**src/rtl/amm_write_block.sv**
```systemverilog
// Avalon-MM burst write generator: turns one stored test packet into one write burst whose
// data and byteenables match what the read-back comparator expects.
module amm_write_block #(
  parameter int unsigned AMM_DATA_W  = 64,
  parameter int unsigned ADDR_W      = 32,
  parameter int unsigned AMM_BURST_W = 11,
  parameter string       ADDR_TYPE   = "BYTE",
  localparam int unsigned DATA_B_W   = AMM_DATA_W / 8
) (
  input  logic                   clk_i,
  input  logic                   rst_i,
  input  logic                   pkt_valid_i,
  output logic                   pkt_ready_o,
  input  logic [ADDR_W-1:0]      pkt_word_addr_i,
  input  logic [15:0]            pkt_word_count_i,
  input  logic [DATA_B_W-1:0]    pkt_start_mask_i,
  input  logic [DATA_B_W-1:0]    pkt_middle_mask_i,
  input  logic [DATA_B_W-1:0]    pkt_end_mask_i,
  input  logic [7:0]             pkt_data_ptrn_i,
  input  logic                   pkt_data_ptrn_mode_i,
  output logic [ADDR_W-1:0]      address_o,
  output logic                   write_o,
  output logic [AMM_DATA_W-1:0]  writedata_o,
  output logic [DATA_B_W-1:0]    byteenable_o,
  output logic [AMM_BURST_W-1:0] burstcount_o,
  input  logic                   waitrequest_i,
  output logic                   busy_o
);

  localparam bit WordAddr = (ADDR_TYPE == "WORD");
  localparam logic [ADDR_W-1:0] ByteAddrMask = ~(ADDR_W'(DATA_B_W) - ADDR_W'(1));

  typedef enum logic [0:0] {StIdle, StBurst} state_e;

  // One-entry packet storage
  logic                st_valid_q, st_valid_d;
  logic [ADDR_W-1:0]   st_addr_q;
  logic [15:0]         st_count_q;
  logic [DATA_B_W-1:0] st_start_mask_q, st_middle_mask_q, st_end_mask_q;
  logic [7:0]          st_ptrn_q;
  logic                st_mode_q;

  // Burst state
  state_e                 state_q, state_d;
  logic [15:0]            beats_q, beats_d;
  logic [DATA_B_W-1:0]    end_mask_q, end_mask_d;
  logic                   mode_q, mode_d;
  logic [7:0]             ptrn_q, ptrn_d;
  logic                   write_q, write_d;
  logic [ADDR_W-1:0]      address_q, address_d;
  logic [AMM_BURST_W-1:0] burstcount_q, burstcount_d;
  logic [DATA_B_W-1:0]    byteenable_q, byteenable_d;
  logic                   busy_q, busy_d;

  logic pkt_hs, accept, last_accept, load_stb;

  assign pkt_ready_o = !st_valid_q;
  assign pkt_hs      = pkt_valid_i && pkt_ready_o;
  assign st_valid_d  = pkt_hs || (st_valid_q && !load_stb);
  assign busy_d      = st_valid_q || (state_q == StBurst);

  always_ff @(posedge clk_i) begin
    if (!rst_i) begin
      st_valid_q <= 1'b0;
    end else begin
      st_valid_q <= st_valid_d;
    end
  end

  // Payload needs no reset: it is only consumed while st_valid_q is set.
  always_ff @(posedge clk_i) begin
    if (pkt_hs) begin
      st_addr_q        <= pkt_word_addr_i;
      st_count_q       <= pkt_word_count_i;
      st_start_mask_q  <= pkt_start_mask_i;
      st_middle_mask_q <= pkt_middle_mask_i;
      st_end_mask_q    <= pkt_end_mask_i;
      st_ptrn_q        <= pkt_data_ptrn_i;
      st_mode_q        <= pkt_data_ptrn_mode_i;
    end
  end

  always_comb begin
    state_d      = state_q;
    beats_d      = beats_q;
    end_mask_d   = end_mask_q;
    mode_d       = mode_q;
    ptrn_d       = ptrn_q;
    write_d      = write_q;
    address_d    = address_q;
    burstcount_d = burstcount_q;
    byteenable_d = byteenable_q;

    accept      = write_q && !waitrequest_i;
    last_accept = accept && (beats_q == 16'd1);
    load_stb    = st_valid_q && ((state_q == StIdle) || last_accept);

    if (accept) begin
      beats_d      = beats_q - 16'd1;
      byteenable_d = (beats_q == 16'd2) ? end_mask_q : '1;
      if (mode_q) begin
        ptrn_d = {ptrn_q[6:0], ptrn_q[6] ^ ptrn_q[1] ^ ptrn_q[0]};
      end
    end

    if (last_accept) begin
      state_d = StIdle;
      write_d = 1'b0;
    end

    // A zero-count packet is consumed by load_stb without starting a burst.
    if (load_stb && (st_count_q != 16'd0)) begin
      state_d      = StBurst;
      write_d      = 1'b1;
      beats_d      = st_count_q;
      burstcount_d = st_count_q[AMM_BURST_W-1:0];
      address_d    = WordAddr ? st_addr_q : (st_addr_q & ByteAddrMask);
      end_mask_d   = st_end_mask_q;
      mode_d       = st_mode_q;
      ptrn_d       = st_ptrn_q;
      byteenable_d = (st_count_q == 16'd1) ? st_middle_mask_q : st_start_mask_q;
    end
  end

  always_ff @(posedge clk_i) begin
    if (!rst_i) begin
      state_q      <= StIdle;
      beats_q      <= '0;
      end_mask_q   <= '0;
      mode_q       <= 1'b0;
      ptrn_q       <= '0;
      write_q      <= 1'b0;
      address_q    <= '0;
      burstcount_q <= '0;
      byteenable_q <= '0;
      busy_q       <= 1'b0;
    end else begin
      state_q      <= state_d;
      beats_q      <= beats_d;
      end_mask_q   <= end_mask_d;
      mode_q       <= mode_d;
      ptrn_q       <= ptrn_d;
      write_q      <= write_d;
      address_q    <= address_d;
      burstcount_q <= burstcount_d;
      byteenable_q <= byteenable_d;
      busy_q       <= busy_d;
    end
  end

  assign write_o      = write_q;
  assign address_o    = address_q;
  assign burstcount_o = burstcount_q;
  assign byteenable_o = byteenable_q;
  assign writedata_o  = {DATA_B_W{ptrn_q}};
  assign busy_o       = busy_q;

endmodule

```
**config.mk**
```make
export PLATFORM = sky130hd
export DESIGN_NAME = amm_write_block
export DESIGN_NICKNAME = d
export VERILOG_FILES = /design/src/rtl/amm_write_block.sv
export SDC_FILE = /design/constraint.sdc
export NUM_CORES = 1
export LEC_CHECK = 0
export CAP_MARGIN = 40
export CORE_MARGIN = 5
export CORE_UTILIZATION = 35
export DETAILED_ROUTE_END_ITERATION = 8
export SYNTH_ARGS = -nofsm -noshare
export SYNTH_HDL_FRONTEND = slang
export SYNTH_SLANG_ARGS = --single-unit
```
**constraint.sdc**
```tcl
create_clock -name clk_i -period 5 [get_ports clk_i]
set_input_delay 0.5 -clock clk_i [delete_from_list [all_inputs] [get_ports clk_i]]
set_output_delay 0.5 -clock clk_i [all_outputs]
set_load 0.01 [all_outputs]
```
==> key figures, run 1 <==
Run status
  • Status: finished, final reports clean

STA
  • Setup TNS: 0 ps
  • RSZ-0062 raised after global routing: no
  • Setup WS post-layout: 1855 ps
  • Final setup fails: 0
  • Worst slew pin tran: 860.9 ps
  • Slew Viols, Final: 0
  • Skew final: 9.013 ps
  • Max_slew headroom: 42.61%
  • Max Clk Rate: 0.3179 GHz
  • Hold WS: 452.6 ps
  • Tcrit/Tclk final: 62.91%
  • Period minus WS final: 3145 ps
  • Final hold violation count: 0

Finish
  • Share of cells above drive strength 1: 11.35%
  • Fin area: 9111 sq um
  • # nets final: 781
  • Fill count: 1653
  • Area Growth Syn to Fin: 35.35%
  • ANT cells: 0
  • Sequential cell area: 4024 sq um
  • Final core utilization: 48.39%
  • Area occupied by multi-input gates: 2076 sq um

Clock network
  • Post-CTS setup buffers: 0
  • Clock sinks: 162
  • Root Driver: clkbuf_16
  • Clk_lat worst skew: 420 ps
  • Htree depth: 4
  • CTS resizes: 0
  • Post-cts hold buffer count: 0
  • CTS tree: yes
  • Clock-pin slew on the worst setup and hold paths: 70 ps
  • Max clock buf depth: 2
  • TritonCTS Buffers: 17

Synthesis
  • Ys flop type: dfxtp_1
  • Count leader, synth: nand2_1
  • Sequential cell area fraction in the yosys report: 59.78%
  • Most frequent cells after synthesis: nand2_1, dfxtp_1, edfxtp_1
  • Mean Syn Cell Area: 11.98 sq um
  • Synth async-reset ratio: 0%
  • Synthesized flop and latch total: 162
  • Number of flops mapped to enable cells by yosys: 78
  • Synthesized area: 6731 sq um
  • Mapped Cells: 562
  • Yosys cell types: 43
  • Syn. warnings: 0
  • Synth area leader: edfxtp_1
  • Area share of the largest cell type after synthesis: 34.80%
  • Ranking of synthesized cells by area: edfxtp_1, dfxtp_1, mux2i_1

Placement
  • IO buf count: 196
  • Setup WS pre-CTS: 1844 ps
  • Dpl hpwl: 10660 um
  • Cell area after placement: 8519 sq um
  • GPL Wtd Cong: 0.7912

Drt
  • Initial DRC Count: 246
  • # DRC: 0
  • Wire per inst: 15.86 um
  • Final WL: 15300 um
  • Via-per-instance ratio: 4.660
  • Via count: 4497
  • DR pass1 iterations: 6
  • Post-route ant nets: 0

Global routing
  • First-pass GRT wire length: 24210 um
  • GRT Total Usage: 13.84%
  • Number of global-route vias before repair: 4540
  • Final global-route overflow total: 0
  • Largest net degree at the start of global routing: 62
  • Initial antenna violation count: 1

Power and ir drop
  • Cell Int Power: 2.489 mW
  • Clock power share: 39.6%
  • Gate power share: 13.7%
  • Net Sw Frac: 24.66%
  • Net Switching: 814.5 uW
  • Power per Cell Area: 362.6 nW/um^2
  • Max VDD drop: 0.2185 mV
  • Seq pwr share: 46.7%
  • Leak: 3.412 nW

Worst setup path
  • Critical Path Max Stage Delay: 690 ps
  • Slowest CP cell: nor2_8
  • CP Capture Type: flip-flop
  • Kind of critical path: flip-flop to flip-flop
  • CP Data Arrival Time: 3480 ps
  • Worst-path maximum fanout: 37
  • Critical Path, Cell by Cell: or4_1, or4_4, o21a_1, buf_4, nor2_8, mux2i_1
  • Crit path required time: 5340 ps
  • CP Launch Type: flip-flop

Flow run
  • Max-cap viol count: 0

Min path
  • Type of the worst min-delay path: flip-flop to flip-flop

Die
  • Die area: 22110 sq um
  • Site Rows: 50
  • Die width: 148.7 um
  • Die height: 148.7 um
  • Initial Utilization: 35.75%
  • Num ports: 203
  • Core area: 18830 sq um
-- placed cells by master, fill, tap and decap left out, types with 10 or more instances in the layout --
cell type / instances
nor4_1: 10
mux2i_1: 52
nand2_1: 103
clkbuf_16: 17
clkdlybuf4s50_1: 195
a31o_2: 20
edfxtp_1: 78
dfxtp_1: 84
o211a_1: 12
o21ai_0: 14
-- flip-flops by register name (all words and copies together), names as in the netlist, 11 cells and up --
name,count
address_o,29
beats_q,16
burstcount_o,11
st_addr_q,29
st_count_q,16
-- path summary, 6_finish.rpt --
path	startpoint	endpoint	slack [ps]	depth (start not counted)
setup / recovery	beats_q[3]	address_o[8]	1850	6
hold / removal	address_o[14]	address_o[14]	450	2
setup reg to reg	beats_q[3]	address_o[8]	1850	6
hold reg to reg	address_o[14]	address_o[14]	450	2
-- final cells by class --
class,instances,share of cell area [%]
repair buffers,204,22.82
well taps,260,3.570
clock inverters,14,1.826
clock buffers,17,4.669
flip-flops and latches,162,44.16
multi-input cells,304,22.78
inverters,4,0.1648
-- cell families after synthesis --
family | after synthesis | synth area share [%]
buf+inv | 98 | 9.703
simple gates | 157 | 11.25
compound gates | 66 | 7.640
fa+ha+maj | 3 | 0.5577
flops | 162 | 59.78
other cells | 1 | 0.05571
xor+xnor | 15 | 1.952
mux | 60 | 9.071
-- power by group through the flow --
stage	clock [mW]	combinational, mW	sequential, mW
3_3_place_gp	0	0.440	1.57
2_1_floorplan	0	0.259	1.58
6_report	1.31	0.453	1.54
3_5_place_dp	0	0.458	1.57
4_1_cts	1.36	0.460	1.54
5_1_grt	1.41	0.490	1.55
-- through the flow --
stage	total power, mW	cells
2_1_floorplan	1.834	564
3_3_place_gp	2.009	930
3_5_place_dp	2.031	934
4_1_cts	3.361	965
5_1_grt	3.459	965
6_report	3.303	965
-- per-layer routing --
| layer | GRT usage [%] | up-vias | part of all wire (%) |
|---|---|---|---|
| met1 | 16.20 | 2122 | 41 |
| met4 | 3.418 | 2 | 0.78 |
| met2 | 23.44 | 161 | 49 |
| met3 | 5.972 | 13 | 8.9 |
| met5 | 0 | - | 0.085 |
| li1 | - | 2199 | - |
-- worst max-delay path: cells and delay by family, from the launching register on --
family | cells | cell delay (ps)
AOI/OAI and AO/OA | 1 | 180
muxes | 1 | 270
buffers and inverters | 1 | 240
and+or+nand+nor | 3 | 1940
DFF | 1 | 370
Power figures use the tool's default switching activity.
==> run 2: changes to the inputs <==
- clock period: 5 -> 2.87 ns (I/O delays scaled with it)
==> run 2 against run 1 <==
- global-route usage decreased by 0.11 points
- utilization about the same
- count of clock-buffer cells in the layout increased by 1
- clock power increased by 67%
- routed wire length about the same
- first-iteration DRC count decreased by 23%
- final cell count increased by 0.83%
- critical path depth unchanged
- power increased by 72%
==> key figures, run 2 (synthesis gave the netlist of run 1 again) <==
Placement
  • Cell area after placement: 8549 sq um
  • Dpl hpwl: 10680 um
  • IO buf count: 196
  • Cells after DPL: 941
  • GPL Wtd Cong: 0.8223

Die
  • Die area: 22110 sq um
  • Num ports: 203
  • Core area: 18830 sq um
  • Die width: 148.7 um
  • Die height: 148.7 um
  • Initial Utilization: 35.75%
  • Site Rows: 50

Finish
  • ANT cells: 0
  • Most common cell after layout, fill and taps aside: clkdlybuf4s50_1
  • Fin area: 9120 sq um
  • Most frequent cells in the layout: clkdlybuf4s50_1, nand2_1, dfxtp_1
  • # nets final: 788
  • Final core utilization: 48.43%
  • Share of cells above drive strength 1: 12.06%
  • Fin cells: 973
  • Area Growth Syn to Fin: 35.48%

Min path
  • Type of the worst min-delay path: input port to flip-flop
  • Min-delay src: rst_i

STA
  • Final setup fails: 0
  • Tcrit/Tclk final: 88.71%
  • Worst slew pin tran: 765.9 ps
  • RSZ-0062 raised after global routing: no
  • Hold WS: 321.9 ps
  • Setup TNS: 0 ps
  • Final hold violation count: 0
  • Max Clk Rate: 0.3928 GHz
  • Skew final: 13.12 ps
  • Period minus WS final: 2546 ps
  • Max_slew headroom: 48.47%
  • Slew Viols, Final: 0

Worst setup path
  • Slowest CP cell: or4_1
  • Critical Path Max Stage Delay: 590 ps
  • CP Capture Type: flip-flop
  • Critical Path End: address_o[24]
  • Worst R2R Path Depth: 6
  • Buf+Inv Stages, Crit Path: 1
  • Kind of cell adding the most delay to the critical path: simple AND/OR/NAND/NOR gates
  • Reg2reg end: address_o[24]
  • Kind of critical path: flip-flop to flip-flop
  • CP startpoint: beats_q[3]
  • CP Data Arrival Time: 2890 ps
  • Worst-path maximum fanout: 10
  • CP Launch Type: flip-flop
  • Crit path required time: 3220 ps
  • Reg-to-reg slack, setup: 320 ps
  • CP Depth: 6
  • Worst r2r src: beats_q[3]
  • Critical Path, Cell by Cell: or4_1, or4_4, o21a_1, nor2_8, buf_4, mux2i_1

Global routing
  • Number of global-route vias before repair: 4567
  • GRT Total Usage: 13.73%
  • Met3 layer usage reported by global route: 4.936%
  • Initial antenna violation count: 1
  • GRT busiest layer: met2
  • Met2 track demand over resource: 23.69%
  • GR Layer Usage met1: 15.99%
  • First-pass GRT wire length: 23650 um
  • Largest net degree at the start of global routing: 80
  • Final global-route overflow total: 0

Clock network
  • CTS tree: yes
  • Post-CTS setup buffers: 0
  • TritonCTS Buffers: 17
  • Root Driver: clkbuf_16
  • Clock sinks: 162
  • Post-cts hold buffer count: 0
  • Clk_lat worst skew: 430 ps
  • Htree depth: 4
  • Clock-pin slew on the worst setup and hold paths: 60 ps
  • Max clock buf depth: 2
  • CTS resizes: 0

Drt
  • Via-per-instance ratio: 4.668
  • DR pass1 iterations: 4
  • Via count: 4542
  • Final WL: 15290 um
  • Initial DRC Count: 190
  • Wire per inst: 15.71 um
  • # DRC: 0
  • Post-route ant nets: 0

Flow run
  • Max-cap viol count: 0

Power and ir drop
  • Leak: 3.416 nW
  • Max VDD drop: 0.3634 mV
  • Power per Cell Area: 622.7 nW/um^2

Run status
  • Status: finished, final reports clean
## run 2: worst min path at each step
| stage | slack [ps] | cells past startpoint | end |
|---|---|---|---|
| global route | 310 | 2 | ptrn_q[0] |
| detailed placement | 450 | 2 | end_mask_q[0] |
| global placement | 440 | 2 | address_o[6] |
| finish | 320 | 2 | beats_q[11] |
| floorplan | 390 | 0 | st_addr_q[10] |
| CTS | 290 | 2 | ptrn_q[0] |
## run 2: layer usage
metal | part of all wire [%] | wire, um | vias to the layer above
met3 | 7.1 | 1089 | 22
met5 | 0.13 | 20 | -
met1 | 41 | 6313 | 2164
met4 | 1.4 | 210 | 2
met2 | 50 | 7655 | 139
li1 | - | - | 2215
## run 2: stage by stage
step	setup slack, ps	power [mW]
floorplan	25.55	3.191
global placement	344.0	3.529
detailed placement	311.6	3.548
CTS	285.7	5.765
global route	201.9	5.920
finish	324.1	5.679
## run 2: area by class of cell
cell class | instances | area (sq um)
Multi-Input combinational cell | 304 | 2076
Inverter | 4 | 15.01
Clock buffer | 18 | 429.2
Clock inverter | 14 | 141.4
Sequential cell | 162 | 4024
Timing Repair Buffer | 211 | 2110
Fill cell | 1642 | 9711
Tap cell | 260 | 325.3
## run 2: report_power, final
group | internal [mW] | switching (mW) | leakage, nW | total [mW]
Combinational | 0.449 | 0.347 | 1.71 | 0.796
Sequential | 2.59 | 0.104 | 1.44 | 2.69
Clock | 1.22 | 0.972 | 0.268 | 2.19
==> run 3: changes to the inputs <==
- CTS_CLUSTER_DIAMETER: not set -> 200
==> results of run 3 <==
The final DEF is identical to that of run 2; final timing and power are the same.
